===== src/rtl/hilo_muldiv_ctrl.sv =====
// HI/LO owner: 32-iteration shift-add multiplier and restoring divider with sign fix-up.
// Optional macro MULDIV_EARLY_OUT_EN: multiplies finish once the remaining multiplier is zero.
module hilo_muldiv_ctrl (
   input  logic        clk,
   input  logic        reset,
   input  logic        op_valid,
   input  logic [2:0]  op_code,
   input  logic [31:0] rs_content,
   input  logic [31:0] rt_content,
   output logic        op_ready,
   output logic        busy,
   output logic        done,
   input  logic        rd_req,
   input  logic        rd_sel,
   output logic [31:0] rd_data,
   output logic        stall,
   output logic [31:0] hi,
   output logic [31:0] lo
);
   typedef enum logic [1:0] {ST_IDLE = 2'd0, ST_RUN = 2'd1, ST_FIX = 2'd2} state_t;

   state_t      state_r;
   logic [31:0] hi_r, lo_r;
   logic        done_r, busy_r, op_ready_r;
   logic [4:0]  cnt_r;
   logic        is_div_r, neg_res_r, neg_rem_r, dz_r;
   logic [31:0] rs_raw_r;
   logic [63:0] prod_r, mcand_r;
   logic [31:0] mplier_r;
   logic [31:0] rem_r, quo_r, dvsr_r;

   logic        is_signed_s, last_iter_s, ge_s;
   logic [31:0] a_s, b_s, sub_s, quo_fix_s, rem_fix_s;
   logic [32:0] shl_s;
   logic [63:0] prod_add_s, prod_fix_s;

   function automatic logic [31:0] abs32(input logic [31:0] v);
      return v[31] ? (32'd0 - v) : v;
   endfunction

   // Operand magnitudes, one iteration step of each datapath, and final sign correction.
   always_comb begin
      is_signed_s = (op_code[0] == 1'b0);
      a_s         = is_signed_s ? abs32(rs_content) : rs_content;
      b_s         = is_signed_s ? abs32(rt_content) : rt_content;
      // Multiplicand shifts left instead of the accumulator shifting right, so an early
      // exit leaves the product already aligned.
      prod_add_s  = mplier_r[0] ? (prod_r + mcand_r) : prod_r;
      shl_s       = {rem_r, quo_r[31]};
      ge_s        = (shl_s >= {1'b0, dvsr_r});
      sub_s       = shl_s[31:0] - dvsr_r;
`ifdef MULDIV_EARLY_OUT_EN
      last_iter_s = (cnt_r == 5'd0) || (!is_div_r && (mplier_r[31:1] == 31'd0));
`else
      last_iter_s = (cnt_r == 5'd0);
`endif
      prod_fix_s  = neg_res_r ? (64'd0 - prod_r) : prod_r;
      quo_fix_s   = neg_res_r ? (32'd0 - quo_r) : quo_r;
      rem_fix_s   = neg_rem_r ? (32'd0 - rem_r) : rem_r;
   end

   // Sequencer FSM, iteration datapath registers and architectural HI/LO.
   always_ff @(posedge clk) begin
      if (reset) begin
         state_r    <= ST_IDLE;
         hi_r       <= 32'd0;
         lo_r       <= 32'd0;
         done_r     <= 1'b0;
         busy_r     <= 1'b0;
         op_ready_r <= 1'b1;
         cnt_r      <= 5'd0;
         is_div_r   <= 1'b0;
         neg_res_r  <= 1'b0;
         neg_rem_r  <= 1'b0;
         dz_r       <= 1'b0;
         rs_raw_r   <= 32'd0;
         prod_r     <= 64'd0;
         mcand_r    <= 64'd0;
         mplier_r   <= 32'd0;
         rem_r      <= 32'd0;
         quo_r      <= 32'd0;
         dvsr_r     <= 32'd0;
      end else begin
         done_r <= 1'b0;
         case (state_r)
            ST_IDLE: begin
               if (op_valid) begin
                  case (op_code)
                     3'b100: hi_r <= rs_content;
                     3'b101: lo_r <= rs_content;
                     3'b000, 3'b001, 3'b010, 3'b011: begin
                        is_div_r   <= op_code[1];
                        neg_res_r  <= is_signed_s & (rs_content[31] ^ rt_content[31]);
                        neg_rem_r  <= is_signed_s & rs_content[31];
                        dz_r       <= op_code[1] & (rt_content == 32'd0);
                        rs_raw_r   <= rs_content;
                        prod_r     <= 64'd0;
                        mcand_r    <= {32'd0, a_s};
                        mplier_r   <= b_s;
                        rem_r      <= 32'd0;
                        quo_r      <= a_s;
                        dvsr_r     <= b_s;
                        cnt_r      <= 5'd31;
                        state_r    <= ST_RUN;
                        busy_r     <= 1'b1;
                        op_ready_r <= 1'b0;
                     end
                     default: ;
                  endcase
               end
            end
            ST_RUN: begin
               if (is_div_r) begin
                  rem_r <= ge_s ? sub_s : shl_s[31:0];
                  quo_r <= {quo_r[30:0], ge_s};
               end else begin
                  prod_r   <= prod_add_s;
                  mcand_r  <= {mcand_r[62:0], 1'b0};
                  mplier_r <= {1'b0, mplier_r[31:1]};
               end
               cnt_r <= last_iter_s ? 5'd0 : (cnt_r - 5'd1);
               if (last_iter_s) begin
                  state_r <= ST_FIX;
               end
            end
            ST_FIX: begin
               if (dz_r) begin
                  lo_r <= 32'hFFFF_FFFF;
                  hi_r <= rs_raw_r;
               end else if (is_div_r) begin
                  lo_r <= quo_fix_s;
                  hi_r <= rem_fix_s;
               end else begin
                  lo_r <= prod_fix_s[31:0];
                  hi_r <= prod_fix_s[63:32];
               end
               state_r    <= ST_IDLE;
               busy_r     <= 1'b0;
               op_ready_r <= 1'b1;
               done_r     <= 1'b1;
            end
            default: begin
               state_r    <= ST_IDLE;
               busy_r     <= 1'b0;
               op_ready_r <= 1'b1;
            end
         endcase
      end
   end

   assign op_ready = op_ready_r;
   assign busy     = busy_r;
   assign done     = done_r;
   assign hi       = hi_r;
   assign lo       = lo_r;
   assign rd_data  = rd_sel ? hi_r : lo_r;
   assign stall    = busy_r & (rd_req | op_valid);
endmodule


===== config.mk =====
export PLATFORM = sky130hd
export DESIGN_NAME = hilo_muldiv_ctrl
export DESIGN_NICKNAME = d
export VERILOG_FILES = /design/src/rtl/hilo_muldiv_ctrl.sv
export SDC_FILE = /design/constraint.sdc
export NUM_CORES = 1
export LEC_CHECK = 0
export BUFFER_PORTS_ARGS = -buffer_cell sky130_fd_sc_hd__buf_2
export CAP_MARGIN = 10
export CORE_UTILIZATION = 30
export DETAILED_ROUTE_END_ITERATION = 6
export HOLD_SLACK_MARGIN = 0.05
export SYNTH_ARGS = -nofsm -noshare
export SYNTH_HDL_FRONTEND = slang
export SYNTH_SLANG_ARGS = --single-unit

===== constraint.sdc =====
create_clock -name clk -period 4.2 [get_ports clk]
set_clock_uncertainty 0.15 [all_clocks]
set_input_delay 0.42 -clock clk [delete_from_list [all_inputs] [get_ports clk]]
set_output_delay 0.42 -clock clk [all_outputs]
set_load 0.01 [all_outputs]

Yosys cells after proc, flatten, opt, wreduce, memory -nomap -nowiden
Index checks and enable logic that the tools add are counted.
{ "word_totals": {"register_bits": 366, "in_bits": 72, "out_inout_bits": 100, "word_cells": 121} }
{ "op_classes": {"addsub": 8, "order_cmp": 1, "eq_ne": 15, "n_mux": 55, "bitwise_logic": 8, "reduce_logical": 16} }
{ "op_table": {"columns": ["op", "n"], "rows": [
  ["32-bit 2-to-1 mux", 25],
  ["64-bit 2-to-1 mux", 8],
  ["32-bit case mux with 2 select lines", 5],
  ["64-bit case mux with 2 select lines", 2],
  ["1-bit by 32-bit subtractor with 32-bit output (first input constant)", 4],
  ["64-bit adder", 1],
  ["1-bit by 64-bit subtractor with 64-bit output (first input constant)", 1],
  ["33-bit by 32-bit greater-or-equal comparator with 1-bit output", 1],
  ["32-bit zero test", 1],
  ["32-bit subtractor", 1],
  ["3-bit AND reduction", 6],
  ["5-bit 2-to-1 mux", 3],
  ["2-bit != test (second input constant)", 5],
  ["5-bit case mux with 2 select lines", 1],
  ["4-bit AND reduction", 2],
  ["3-bit by 2-bit equality test with 1-bit output (second input constant)", 2],
  ["3-bit equality test (second input constant)", 2],
  ["2-bit 2-to-1 mux", 3],
  ["2-bit by 1-bit != test with 1-bit output (second input constant)", 3],
  ["5-bit zero test", 1],
  ["1-bit 2-to-1 mux", 5],
  ["5-bit AND reduction", 1],
  ["5-bit by 1-bit subtractor with 5-bit output (second input constant)", 1],
  ["1-bit bitwise AND", 4],
  ["other kinds (12)", 15]
]} }

Depth between registers and ports, before layout
{ "logic_depth": {"word_depth": 6, "depth_mapped": 15, "ltp_nobuf": 14} }

Worst setup path before layout
Ideal clock, no wire load.
{ "synth_path": {"kind": "register to register", "startpoint": "reg rem_r[0]", "endpoint": "reg rem_r[30]", "setup_ps": 117, "arrival_ps": 3058, "required_time_ps": 3933, "setup_slack_ps": 875, "path_stages_with_launch": 14, "n_path_buf": 2, "synth_period_minus_slack_ps": 3325, "path_cell_list": "dfxtp_1 ha_1 nor2b_1 o31a_1 o41ai_1 a2111oi_0 o21ai_1 o211ai_1 a21oi_1 buf_2 buf_2 nor2_1 mux2i_1 nand2_1"} }
{ "synth_between": {"elab_chain_len": 4, "word_cells_on_any_way": 5, "classes_between": "1 x add/sub; 1 x order compare; 3 x mux"} }
{ "synth_rtl": {"columns": ["element", "line_no", "source"], "rows": [
  ["from (decl)", "30", "logic [31:0] rem_r, quo_r, dvsr_r;"],
  ["from (signal assigned)", "114", "rem_r <= ge_s ? sub_s : shl_s[31:0];"],
  ["32-bit subtractor or 33-bit by 32-bit greater-or-equal comparator with 1-bit output (tied branches)", "51, 50", null],
  ["32-bit 2-to-1 mux (*)", "114", null],
  ["32-bit 2-to-1 mux (*)", "113", "if (is_div_r) begin"],
  ["32-bit case mux with 2 select lines (*)", "85", "case (state_r)"]
]} }
Mark *: on every way between the ends. The rest lies on a longest branch, timed or not. The select of a mux whose other input is x is not followed.
A chain may end at the register's enable or synchronous reset.

Worst setup path in the final report
{ "layout_path": {"startpoint": "reg rem_r[0]", "endpoint": "reg rem_r[8]"} }
Same word-level chain as after synthesis.

==> results.md <==
- Number of distinct library cells after synthesis: between 70 and 80
- Clock latency on the worst-skew pair: 620 ps
- Setup_tns: 0 ps
- Port Buffer Count: 171
- Clock transition at the registers of the reported paths: 60 ps
- R2r startpoint: rem_r[0]
- Synthesized area per cell: 7.39 um^2
- First-pass GRT wire length: 130 mm
- # H-tree levels: 2
- Drt first pass iters: 5
- DP Worst Slack: approximately 450 ps
- Tot GR Track Use: 19.8%
- Total setup buffers inserted after CTS: 0
- Worst R2R Path Depth: 12
- N_diodes: 0
- Cells after synthesis: 3311
- Clock root cell: clkbuf_16
- 1st-iter DRT viols: ~2500
- TritonCTS clock tree: yes
- Startpoint types: flip-flop
- Top cells by count, synth: nor2_1 (404), nand2_1 (387), a21oi_1 (376)
- Final #Nets: around 3600
- Most common cell in the netlist: nor2_1
- Vias per inst: 5.50
- Layout Area Growth over Synthesis: 16.4%
- Yosys top cell by area: dfxtp_1
- Layout Cell Area excl Fill: approximately 28000 um^2
- Critical Path RT: 4540 ps
- Mapped Area: between 20000 and 25000 um^2
- Final min period: 3800 ps
- Final setup fails: 0
- Clk sinks: 366
- Num CTS Buffers: 47
- Crit path launch: rem_r[0]
- R2r endpoint: rem_r[8]
- Initial antenna violation count: 2
- Highest routed metal layer: met5
- Kind of end point of the critical path: flip-flop
- Detailed Route WL: 85.0 mm
- Final worst slack: 398 ps
- Routability-driven placement congestion ratio: roughly 0.93
- Initial core utilization: between 30% and 40%
- Post-synth net total: roughly 3500
- CP Capture Point: rem_r[8]
- DR DRC count: 0
- Final period utilization: about 91%
- Top cell type's share of synthesized area: approximately 30%
- VDD IR max: 0.298 mV
- Final hold violations: 0
- Normalized max-slew margin: 39.6%
- Leakage: between 10 and 15 nW
- Power Density: 338 nW/um^2
- Met2 Routed Length: roughly 37 mm
- Post-synthesis async set-or-reset flop share: 0%
- Worst path arrival time: about 4100 ps
- Area contributors post-synth: dfxtp_1 (30%), a21oi_1 (7.7%), nor2_1 (6.2%), nand2_1 (5.9%), ha_1 (5.2%)
- Crit Path Class: flip-flop to flip-flop
- Vias in the first global route: between 20000 and 25000
- Clk buf depth: 3
- Worst Hold Class: input pin to flip-flop
- Max_cap viols: 0
- RSZ-0062 raised after global routing: no
- Largest net degree at the start of global routing: between 100 and 150
- WL met3: 5.90 mm
- Full die area: between 80000 and 90000 um^2
- Vias: approximately 25000
- Status: finished, final reports clean
- Placed wire-length estimate: approximately 63 mm
- Post-synth EDFFs: 0
- FF+latch count, synth: 366
- Ports: about 170
- Post-place instance area: between 20000 and 30000 um^2
- Die height: roughly 290 um
- Fraction of layout cells with a size suffix above 1: approximately an eighth
- Worst-Margin Slew: a little over 900 ps
- Synth Warn #: 0
- Antenna viol nets, final: 0
- Fmax: ~260 MHz
- Core area: between 80000 and 90000 um^2
- Sequential fraction of the synthesis area: ~30%
- Metal-1 WL: roughly 40 mm
- Slew Viols, Final: 0
- R2R Setup Slk: about 400 ps
- Maximum fanout along the worst path: 26
- Num rows: about 100
- Gr ovfl total: 0
- WL/cell: between 15 and 20 um
- Prevailing post-synth register cell: dfxtp_1
- Die width: around 290 um
worst min path at each step:
| stage | start | endpoint | cells past startpoint |
|---|---|---|---|
| after floorplan | mplier_r[2] | mplier_r[2] | 2 |
| after detailed placement | mplier_r[3] | mplier_r[3] | 2 |
| after global placement | mplier_r[2] | mplier_r[2] | 2 |
| after CTS | rt_content[16] | dvsr_r[16] | 3 |
| after global routing | rt_content[17] | dvsr_r[17] | 3 |
| final | rt_content[5] | dvsr_r[5] | 3 |
cells by family after synthesis:
kind of cell    synth area share (%)
mux                             2.11
fa+ha+maj                       5.33
xor+xnor                        9.17
compound gates                  26.9
flops                           30.0
simple gates                    21.6
buf+inv                         4.88
cells in the final DEF, fill, tap and decap left out, types with 30 or more instances in the layout:
| cell | netlist | final |
|---|---|---|
| nor2_1 | 404 | 398 |
| nand2_1 | 387 | 387 |
| a21oi_1 | 376 | 374 |
| dfxtp_1 | 366 | 364 |
| o21ai_0 | 203 | 202 |
| buf_2 | 4 | 170 |
| xnor2_1 | 144 | 144 |
| xor2_1 | 112 | 112 |
| ha_1 | 101 | 101 |
| nor3_1 | 100 | 99 |
| a211oi_1 | 91 | 91 |
| inv_1 | 78 | 78 |
| buf_4 | 1 | 75 |
| nand3_1 | 66 | 66 |
| a21o_1 | 62 | 62 |
| clkbuf_16 | 0 | 47 |
| o31ai_1 | 42 | 42 |
| a22oi_1 | 37 | 37 |
| nand4_1 | 37 | 37 |
| dlygate4sd3_1 | 0 | 37 |
| mux2_2 | 34 | 34 |
| o211ai_1 | 30 | 30 |
| or3_1 | 30 | 30 |
flip-flops by register name, indices dropped and copies added (netlist names):
signal / count
cnt_r: 5
mplier_r: 32
dvsr_r: 32
hi: 32
rem_r: 32
rs_raw_r: 32
quo_r: 32
op_ready: 1
dz_r: 1
prod_r: 64
mcand_r: 64
state_r: 2
is_div_r: 1
neg_rem_r: 1
busy: 1
neg_res_r: 1
lo: 32
done: 1
power breakdown:
group	internal (mW)	switching (mW)	total, mW
Clock	2.45	1.73	4.18
Sequential	3.64	0.154	3.79
Combinational	0.588	1.07	1.66
Total	6.67	2.96	9.63
through the flow:
stage                     utilization [%]  hold WS, ps  std cells  total power [mW]
after floorplan                         -          282       3311              4.92
after CTS                            35.3         68.8       4509              9.71
after global placement               32.9          290       4385              5.46
after global routing                 35.4          101       4509              10.0
after detailed placement             32.9          293       4385              5.47
final                                35.4          103       4509              9.63
per-layer routing:
metal,up-vias,GRT usage (%)
met5,-,0
met4,4,6.58
met3,147,3.49
met2,853,30.1
met1,11705,28.0
li1,12087,-
critical path, cell delays in order (launching register included):
cell	delay [ps]
dfxtp_1	470
ha_1	320
nor2b_1	160
o31a_1	310
o41ai_1	300
buf_4	190
a2111oi_0	120
o21ai_1	310
o211ai_1	240
a21oi_4	390
buf_4	350
o21ai_0	150
a22o_1	220
final cells by class:
| type | count | area, um^2 |
|---|---|---|
| Fill cell | 8567 | 52100 |
| Multi-Input combinational cell | 2630 | 16000 |
| Sequential cell | 366 | 7330 |
| Timing Repair Buffer | 288 | 1900 |
| Clock buffer | 64 | 1340 |
| Tap cell | 1060 | 1330 |
| Inverter | 78 | 293 |
| Clock inverter | 23 | 264 |
repair_timing:
| action | in CTS | in global routing |
|---|---|---|
| resized for setup | 0 | 2 |
| setup endpoints to repair | 0 | 4 |
| hold buffers | 37 | 0 |
| hold endpoints to repair | 56 | 0 |
(Power assumes the default switching activity.)
